### src/rtl/rx_demux.sv
// Receive-side symbol demux: classifies control symbols, frames STP/SDP..END/EDB packets,
// forwards payload bytes and detects COM-led SKP/FTS ordered sets.
module rx_demux #(
  parameter logic [7:0]  K_COM   = 8'hBC,
  parameter logic [7:0]  K_SKP   = 8'h1C,
  parameter logic [7:0]  K_STP   = 8'hFB,
  parameter logic [7:0]  K_SDP   = 8'h5C,
  parameter logic [7:0]  K_END   = 8'hFD,
  parameter logic [7:0]  K_EDB   = 8'hFE,
  parameter logic [7:0]  K_FTS   = 8'h3C,
  parameter logic [7:0]  K_IDL   = 8'h7C,
  parameter int unsigned MAX_LEN = 16,
  parameter int unsigned LEN_W   = 5
) (
  input  logic             clk,
  input  logic             rst,
  input  logic             enb,
  input  logic [7:0]       rx_in,
  input  logic             rx_valid_in,
  output logic [7:0]       rx_data,
  output logic             rx_data_vld,
  output logic             sop,
  output logic             pkt_type,
  output logic             eop,
  output logic [LEN_W-1:0] pkt_len,
  output logic             pkt_err,
  output logic             ctrl_vld,
  output logic [3:0]       ctrl_code,
  output logic             os_vld,
  output logic             os_type,
  output logic [2:0]       os_len,
  output logic             stray
);

  localparam logic [3:0] CodeCom = 4'd1;
  localparam logic [3:0] CodeSkp = 4'd2;
  localparam logic [3:0] CodeStp = 4'd3;
  localparam logic [3:0] CodeSdp = 4'd4;
  localparam logic [3:0] CodeEnd = 4'd5;
  localparam logic [3:0] CodeEdb = 4'd6;
  localparam logic [3:0] CodeFts = 4'd7;
  localparam logic [3:0] CodeIdl = 4'd8;
  localparam logic [3:0] CodeUnk = 4'd15;

  localparam logic [LEN_W-1:0] MaxLen = LEN_W'(MAX_LEN);

  typedef enum logic [1:0] {StIdle, StPkt, StOs} state_e;

  state_e           state_q, state_d;
  logic [LEN_W-1:0] len_q, len_d;
  logic [2:0]       os_cnt_q, os_cnt_d;
  logic             os_kind_q, os_kind_d;

  logic [7:0]       rx_data_q, rx_data_d;
  logic             rx_data_vld_q, rx_data_vld_d;
  logic             sop_q, sop_d;
  logic             pkt_type_q, pkt_type_d;
  logic             eop_q, eop_d;
  logic [LEN_W-1:0] pkt_len_q, pkt_len_d;
  logic             pkt_err_q, pkt_err_d;
  logic             ctrl_vld_q, ctrl_vld_d;
  logic [3:0]       ctrl_code_q, ctrl_code_d;
  logic             os_vld_q, os_vld_d;
  logic             os_type_q, os_type_d;
  logic [2:0]       os_len_q, os_len_d;
  logic             stray_q, stray_d;

  logic [3:0] code;
  logic       is_data, is_skp, is_fts, same_os, idle_proc;

  always_comb begin
    code = CodeUnk;
    case (rx_in)
      K_COM:   code = CodeCom;
      K_SKP:   code = CodeSkp;
      K_STP:   code = CodeStp;
      K_SDP:   code = CodeSdp;
      K_END:   code = CodeEnd;
      K_EDB:   code = CodeEdb;
      K_FTS:   code = CodeFts;
      K_IDL:   code = CodeIdl;
      default: code = CodeUnk;
    endcase
  end

  assign is_data = rx_valid_in;
  assign is_skp  = !is_data && (code == CodeSkp);
  assign is_fts  = !is_data && (code == CodeFts);
  assign same_os = os_kind_q ? is_fts : is_skp;

  always_comb begin
    state_d       = state_q;
    len_d         = len_q;
    os_cnt_d      = os_cnt_q;
    os_kind_d     = os_kind_q;
    rx_data_d     = rx_data_q;
    rx_data_vld_d = 1'b0;
    sop_d         = 1'b0;
    pkt_type_d    = pkt_type_q;
    eop_d         = 1'b0;
    pkt_len_d     = pkt_len_q;
    pkt_err_d     = pkt_err_q;
    ctrl_vld_d    = 1'b0;
    ctrl_code_d   = ctrl_code_q;
    os_vld_d      = 1'b0;
    os_type_d     = os_type_q;
    os_len_d      = os_len_q;
    stray_d       = 1'b0;
    idle_proc     = 1'b0;

    if (enb) begin
      if (!is_data) begin
        ctrl_vld_d  = 1'b1;
        ctrl_code_d = code;
      end

      unique case (state_q)
        StIdle: idle_proc = 1'b1;
        StPkt: begin
          if (is_data) begin
            if (len_q == MaxLen) begin
              eop_d     = 1'b1;
              pkt_err_d = 1'b1;
              pkt_len_d = MaxLen;
              state_d   = StIdle;
            end else begin
              rx_data_d     = rx_in;
              rx_data_vld_d = 1'b1;
              len_d         = len_q + LEN_W'(1);
            end
          end else begin
            // Every control symbol ends the packet; only END with payload is clean.
            eop_d     = 1'b1;
            pkt_len_d = len_q;
            pkt_err_d = (code == CodeEnd) ? (len_q == '0) : 1'b1;
            state_d   = StIdle;
            if (code == CodeCom) begin
              state_d  = StOs;
              os_cnt_d = 3'd0;
            end
          end
        end
        StOs: begin
          if (os_cnt_q == 3'd0 && (is_skp || is_fts)) begin
            os_kind_d = is_fts;
            os_cnt_d  = 3'd1;
          end else if (os_cnt_q != 3'd0 && same_os) begin
            if (os_cnt_q != 3'd7) os_cnt_d = os_cnt_q + 3'd1;
          end else begin
            if (os_cnt_q != 3'd0) begin
              os_vld_d  = 1'b1;
              os_type_d = os_kind_q;
              os_len_d  = os_cnt_q;
            end
            idle_proc = 1'b1;
          end
        end
        default: state_d = StIdle;
      endcase

      // Idle handling also applies to the symbol that closes an ordered set.
      if (idle_proc) begin
        state_d = StIdle;
        if (is_data) begin
          stray_d = 1'b1;
        end else if (code == CodeStp || code == CodeSdp) begin
          sop_d      = 1'b1;
          pkt_type_d = (code == CodeSdp);
          len_d      = '0;
          state_d    = StPkt;
        end else if (code == CodeCom) begin
          os_cnt_d = 3'd0;
          state_d  = StOs;
        end
      end
    end
  end

  always_ff @(posedge clk) begin
    if (rst) begin
      state_q       <= StIdle;
      len_q         <= '0;
      os_cnt_q      <= 3'd0;
      os_kind_q     <= 1'b0;
      rx_data_q     <= 8'd0;
      rx_data_vld_q <= 1'b0;
      sop_q         <= 1'b0;
      pkt_type_q    <= 1'b0;
      eop_q         <= 1'b0;
      pkt_len_q     <= '0;
      pkt_err_q     <= 1'b0;
      ctrl_vld_q    <= 1'b0;
      ctrl_code_q   <= 4'd0;
      os_vld_q      <= 1'b0;
      os_type_q     <= 1'b0;
      os_len_q      <= 3'd0;
      stray_q       <= 1'b0;
    end else begin
      state_q       <= state_d;
      len_q         <= len_d;
      os_cnt_q      <= os_cnt_d;
      os_kind_q     <= os_kind_d;
      rx_data_q     <= rx_data_d;
      rx_data_vld_q <= rx_data_vld_d;
      sop_q         <= sop_d;
      pkt_type_q    <= pkt_type_d;
      eop_q         <= eop_d;
      pkt_len_q     <= pkt_len_d;
      pkt_err_q     <= pkt_err_d;
      ctrl_vld_q    <= ctrl_vld_d;
      ctrl_code_q   <= ctrl_code_d;
      os_vld_q      <= os_vld_d;
      os_type_q     <= os_type_d;
      os_len_q      <= os_len_d;
      stray_q       <= stray_d;
    end
  end

  assign rx_data     = rx_data_q;
  assign rx_data_vld = rx_data_vld_q;
  assign sop         = sop_q;
  assign pkt_type    = pkt_type_q;
  assign eop         = eop_q;
  assign pkt_len     = pkt_len_q;
  assign pkt_err     = pkt_err_q;
  assign ctrl_vld    = ctrl_vld_q;
  assign ctrl_code   = ctrl_code_q;
  assign os_vld      = os_vld_q;
  assign os_type     = os_type_q;
  assign os_len      = os_len_q;
  assign stray       = stray_q;

endmodule
### config.mk
export PLATFORM = sky130hd
export DESIGN_NAME = rx_demux
export DESIGN_NICKNAME = d
export VERILOG_FILES = /design/src/rtl/rx_demux.sv
export SDC_FILE = /design/constraint.sdc
export NUM_CORES = 1
export LEC_CHECK = 0
export ABC_AREA = 1
export CAP_MARGIN = 20
export CORE_MARGIN = 3
export CORE_UTILIZATION = 46
export DETAILED_ROUTE_END_ITERATION = 6
export GPL_TIMING_DRIVEN = 0
export PLACE_DENSITY_LB_ADDON = 0.25
export SLEW_MARGIN = 5
export SYNTH_ARGS = -nofsm -noshare
export SYNTH_HDL_FRONTEND = slang
export SYNTH_SLANG_ARGS = --single-unit
### constraint.sdc
create_clock -name clk -period 1.65 [get_ports clk]
set_clock_uncertainty 0.1 [all_clocks]
set_input_delay 0.33 -clock clk [delete_from_list [all_inputs] [get_ports clk]]
set_output_delay 0.33 -clock clk [all_outputs]
set_load 0.05 [all_outputs]
# Yosys cells after proc, flatten, opt, wreduce, memory -nomap -nowiden
# Index checks and enable logic that the tools add are counted.
# totals
register_bits	40
inputBits	12
output_inout_bits	29
wordCells	114
# classes
add_sub_neg	2
n_eq_ne	21
muxes	41
n_bitwise	8
reduce_logical	25
# op_table
cell	n
$mux W5	8
$eq A8 B8 Y1 const B	4
$pmux W4 S8	1
$mux W3	9
$eq A8 B7 Y1 const B	2
$mux W1	14
$eq A4 B3 Y1 const B	3
$mux W2	6
$reduce_and A3 Y1	3
$eq A4 B2 Y1 const B	2
$eq A8 B5 Y1 const B	1
$eq A8 B6 Y1 const B	1
$not A1 Y1	8
$reduce_and A4 Y1	2
$reduce_or A4 Y1	2
$pmux W3 S2	1
$reduce_or A3 Y1	2
$add A5 B1 Y5 const B	1
$eq A5 B5 Y1 const B	1
$logic_not A5 Y1	1
$reduce_and A5 Y1	1
$reduce_or A5 Y1	1
$eq A4 B1 Y1 const B	1
$logic_and A1 B1 Y1	4
other kinds (15)	18

# Depth between registers and ports, before layout
# Gate-level depths: netlist of run 1.
# logic_depth
word_depth	13
mapped_depth	12
depth_no_buf	12

# Worst setup path before layout of run 1
# OpenSTA, ideal clock, no wires.
# synth_path
path_type	reg-to-reg
start	register os_cnt_q[0]
end	register pkt_type_q, in the netlist pkt_type
arrival_time_ps	1488
setup_slack_ps	-53
path_stages_with_launch	11
period_less_slack_ps	1703
cell_sequence	dfxtp_1 inv_1 ha_1 nand2_2 inv_1 a21oi_4 nand2_4 nand2_4 nand3_2 nor2_1 nor2_2
# synth_between
elab_chain_cells	7
word_cells_on_any_way	9
# synth_lines
element	line	rtl
start, declared	51	logic [2:0] os_cnt_q, os_cnt_d;
start signal, assigned	201	os_cnt_q <= os_cnt_d;
$reduce_bool A3 Y1	147	end else if (os_cnt_q != 3'd0 && same_os) begin
$logic_and A1 B1 Y1	147	
$mux W1	147	
$mux W1 (*)	144	if (os_cnt_q == 3'd0 && (is_skp || is_fts)) begin
$pmux W1 S2 (*)	117	unique case (state_q)
$mux W1 (*)	111	if (enb) begin
$reduce_and A4 Y1 (no line) (*)	--	
end signal, assigned	206	pkt_type_q <= pkt_type_d;
end, declared	57	logic pkt_type_q, pkt_type_d;
# Mark *: on every way between the ends. The rest lies on a longest branch, timed or not. The select of a mux whose other input is x is not followed.
# A chain may end at the register's enable or synchronous reset.

# Worst setup path in the final report of run 1
# layout_path
start	register os_cnt_q[1]
end	register pkt_type_q, in the netlist pkt_type
# Same word-level chain as after synthesis.

==> metrics, run 1 <==
outcome finished, violations left; violated checks setup timing; Crit. End Element flop; placed cell area 0.00258 mm2; Commonest cells post-synth nand2_1, dfxtp_1, inv_1; via count of the first global-routing pass 2033; ANT nets after route 0; # rows 24; placed cell count 385; LEAKAGE 1.52 nW; post-synth cell types 31; top-count cell post-synth nand2_1; Vias 2223; max-cap violation count 0; worst vdd ir 608 uV; pin count of the biggest net entering global routing 13; CP max stage delay 370 ps; setup repair after global routing missed its margin true; initial antenna violation count 0; total grt overflow 0; pins over their slew limit 0; met2 global-route usage 0.363; Area contributors post-synth dfxtp_1, nand2_1, inv_1; Syn Nets 313; Syn. warnings 0; number of synthesized register bits 40; Sw Share 0.256; chip width 73.9 um; worst path required time 1790 ps; Yosys top cell area share 0.377; Sw Pwr 0.515 mW; DPL Wire Length 3730 um; CP arrival 1790 ps; TritonCTS clock tree built; FF-to-FF Start os_cnt_q[1]; Async SR Flop Fraction 0; routed vias/inst 5.27; gpl congestion 0.888; Crit Path Class reg -> reg; CP delay by family, top simple AND/OR/NAND/NOR gates; Critical-path top delay cell dfxtp_4; Mapped Area 0.00212 mm2; die area 0.00547 mm2; Mapped Cells 294; worst setup margin -0.284 ps; Initial Util 0.481; Startpoint Class flop; n_diodes 0; Slew @ Worst Pin 530 ps; Flop pwr share 0.484; Core ar. 0.00441 mm2; worst hold start rx_in[2]; Post-synth EDFFs 0; combinational power share 0.120; register area share after synthesis 0.377; worst-case clock buffer depth 2; Max Clk Rate 606 MHz; Num CTS Buffers 5; minimum clock period 1650 ps; Final setup viols 1; 1st-pass router iterations 4; Post-synth top flop dfxtp_1; Hold WC Path Type in -> reg; CP cell instances inv_2 > ha_4 > nand2_4 > inv_4 > a21oi_4 > nand2_4 > nand2_8 > nand3_4 > nand2_2 > nand2_2 > nor2_2; GRT busiest layer met2; total wire length 6140 um; met1 Track Usage GR 0.280; DR iter-0 viols 186; cell taking the most area after synthesis dfxtp_1; Remaining DRCs 0; total track usage 0.216; share of cells above drive strength 1 0.335; Port Buffers 39; Rel. slew slack 0.648; worst skew pair latency 290 ps; WP buf/inv 2; hold_buf cts 0; io pins 41; Final Non-Filler Cells 422; first-pass GRT wire length 9300 um; final non-filler cell area 0.00311 mm2; Power per Cell Area 648 mW/mm2; setup_tns -0.284 ps; htree depth 2; Root Buffer Master clkbuf_8; Clk pwr share 0.395; layout net count 388; Internal 1.50 mW; Syn Area/Cell 7.22 um2; area delta synth->final 46.4%; period utilization 1.00; WL/cell 14.6 um; worst setup path start os_cnt_q[1]; clock sinks 40; GR Layer Usage met3 0.0486; CTS clk-pin slew, worst paths 80 ps; Final Hold Vio Count 0; crit-path max FO 6; Die Y 73.9 um
==> power by group through the flow <==
| stage | clock network (mW) | logic (mW) | registers [mW] |
|---|---|---|---|
| after floorplan | 0 | 0.0908 | 1.03 |
| after global placement | 0 | 0.194 | 1.00 |
| after detailed placement | 0 | 0.195 | 1.00 |
| after CTS | 0.808 | 0.212 | 0.975 |
| after global routing | 0.849 | 0.258 | 0.976 |
| final | 0.796 | 0.242 | 0.976 |
==> cell type report <==
cell class	instances	area [um2]
Clock inverter	2	35.0
Sequential cell	40	812
Tap cell	52	65.1
Clock buffer	6	72.6
Inverter	48	188
Fill cell	341	1310
Timing Repair Buffer	68	539
Buffer	5	35.0
Multi-Input combinational cell	201	1360
==> cells by family (layout without fill, tap and decap cells) <==
logic type                 Yosys count  count (layout)  share of synthesized area
and+or+nand+nor                    140             140                      0.329
DFF                                 40              40                      0.377
buffers and inverters               53             129                     0.0990
adders and majority gates            7               7                     0.0412
xor gates and xnor gates             3               3                     0.0124
AOI/OAI and AO/OA                   51              51                      0.141
==> through the flow <==
| step | hold slack (ps) | total power [mW] | setup WS [ps] | util |
|---|---|---|---|---|
| CTS | 248 | 2.00 | 2.41 | 0.655 |
| global placement | 354 | 1.20 | -583 | 0.585 |
| floorplan | 303 | 1.12 | 7.74 | - |
| finish | 206 | 2.01 | -0.284 | 0.704 |
| global route | 221 | 2.08 | -74.1 | 0.704 |
| detailed placement | 364 | 1.20 | -611 | 0.585 |
==> worst reg2reg max path: cells and delay by family, from the launching register on <==
| family | cells | cell delay (ps) |
|---|---|---|
| compound gates | 1 | 230 |
| fa+ha+maj | 1 | 150 |
| buf+inv | 2 | 100 |
| flops | 1 | 370 |
| simple gates | 7 | 650 |
==> path summary, 6_finish.rpt <==
path | to | slack (ps) | depth (start not counted)
worst max register to register | pkt_type | -0.3 | 11
worst min-delay path | rx_data[2] | 210 | 3
worst max-delay path | pkt_type | -0.3 | 11
worst min register to register | os_type | 370 | 2
==> what timing repair did <==
item                                   CTS  global route
gates cloned                             1             0
resized for setup                       77            58
setup buffers                           13            15
setup endpoints to repair               67            34
pin swaps                               14            26
endpoints found under the hold margin    0             0
==> registers in the layout, summed over array words and instances, names as in the netlist, 2 cells and up <==
signal,cells
pkt_len,5
ctrl_code,4
state_q,2
os_cnt_q,3
rx_data,8
os_len,3
len_q,5
==> cell usage in the layout (no fill, tap or decap), types with 2 or more instances in the layout <==
| master | count |
|---|---|
| a21oi_2 | 3 |
| clkbuf_1 | 2 |
| clkbuf_2 | 9 |
| nand3_2 | 4 |
| a31oi_1 | 2 |
| ha_1 | 3 |
| nand2_2 | 8 |
| nand2_1 | 58 |
| o21ai_1 | 8 |
| dfxtp_1 | 35 |
| nand3_1 | 12 |
| nand3_4 | 7 |
| a21oi_1 | 11 |
| xor2_1 | 3 |
| o21ai_0 | 16 |
| nor2_4 | 5 |
| nor3_1 | 3 |
| nand4_1 | 5 |
| dfxtp_2 | 3 |
| a21oi_4 | 2 |
| buf_4 | 28 |
| clkbuf_8 | 5 |
| nor2_2 | 4 |
| o31ai_1 | 4 |
| dlygate4sd2_1 | 29 |
| inv_1 | 30 |
| dfxtp_4 | 2 |
| inv_4 | 3 |
| buf_6 | 3 |
| nand2_4 | 7 |
| ha_4 | 4 |
| nor2_1 | 22 |
| inv_2 | 15 |
==> layer usage <==
metal	up-vias	share of wire
met5	-	0
met4	0	0.018
met3	16	0.052
met2	73	0.50
met1	1034	0.43
li1	1100	-
Power figures use the tool's default switching activity.
==> run 2, diff against run 1 <==
--- a/config.mk
+++ b/config.mk
@@ -9,6 +9,7 @@
 export CAP_MARGIN = 20
 export CORE_MARGIN = 3
 export CORE_UTILIZATION = 46
+export CTS_CLUSTER_DIAMETER = 30
 export DETAILED_ROUTE_END_ITERATION = 6
 export GPL_TIMING_DRIVEN = 0
 export PLACE_DENSITY_LB_ADDON = 0.25
==> results of run 2 <==
The final DEF is identical to that of run 1; final timing and power are the same.
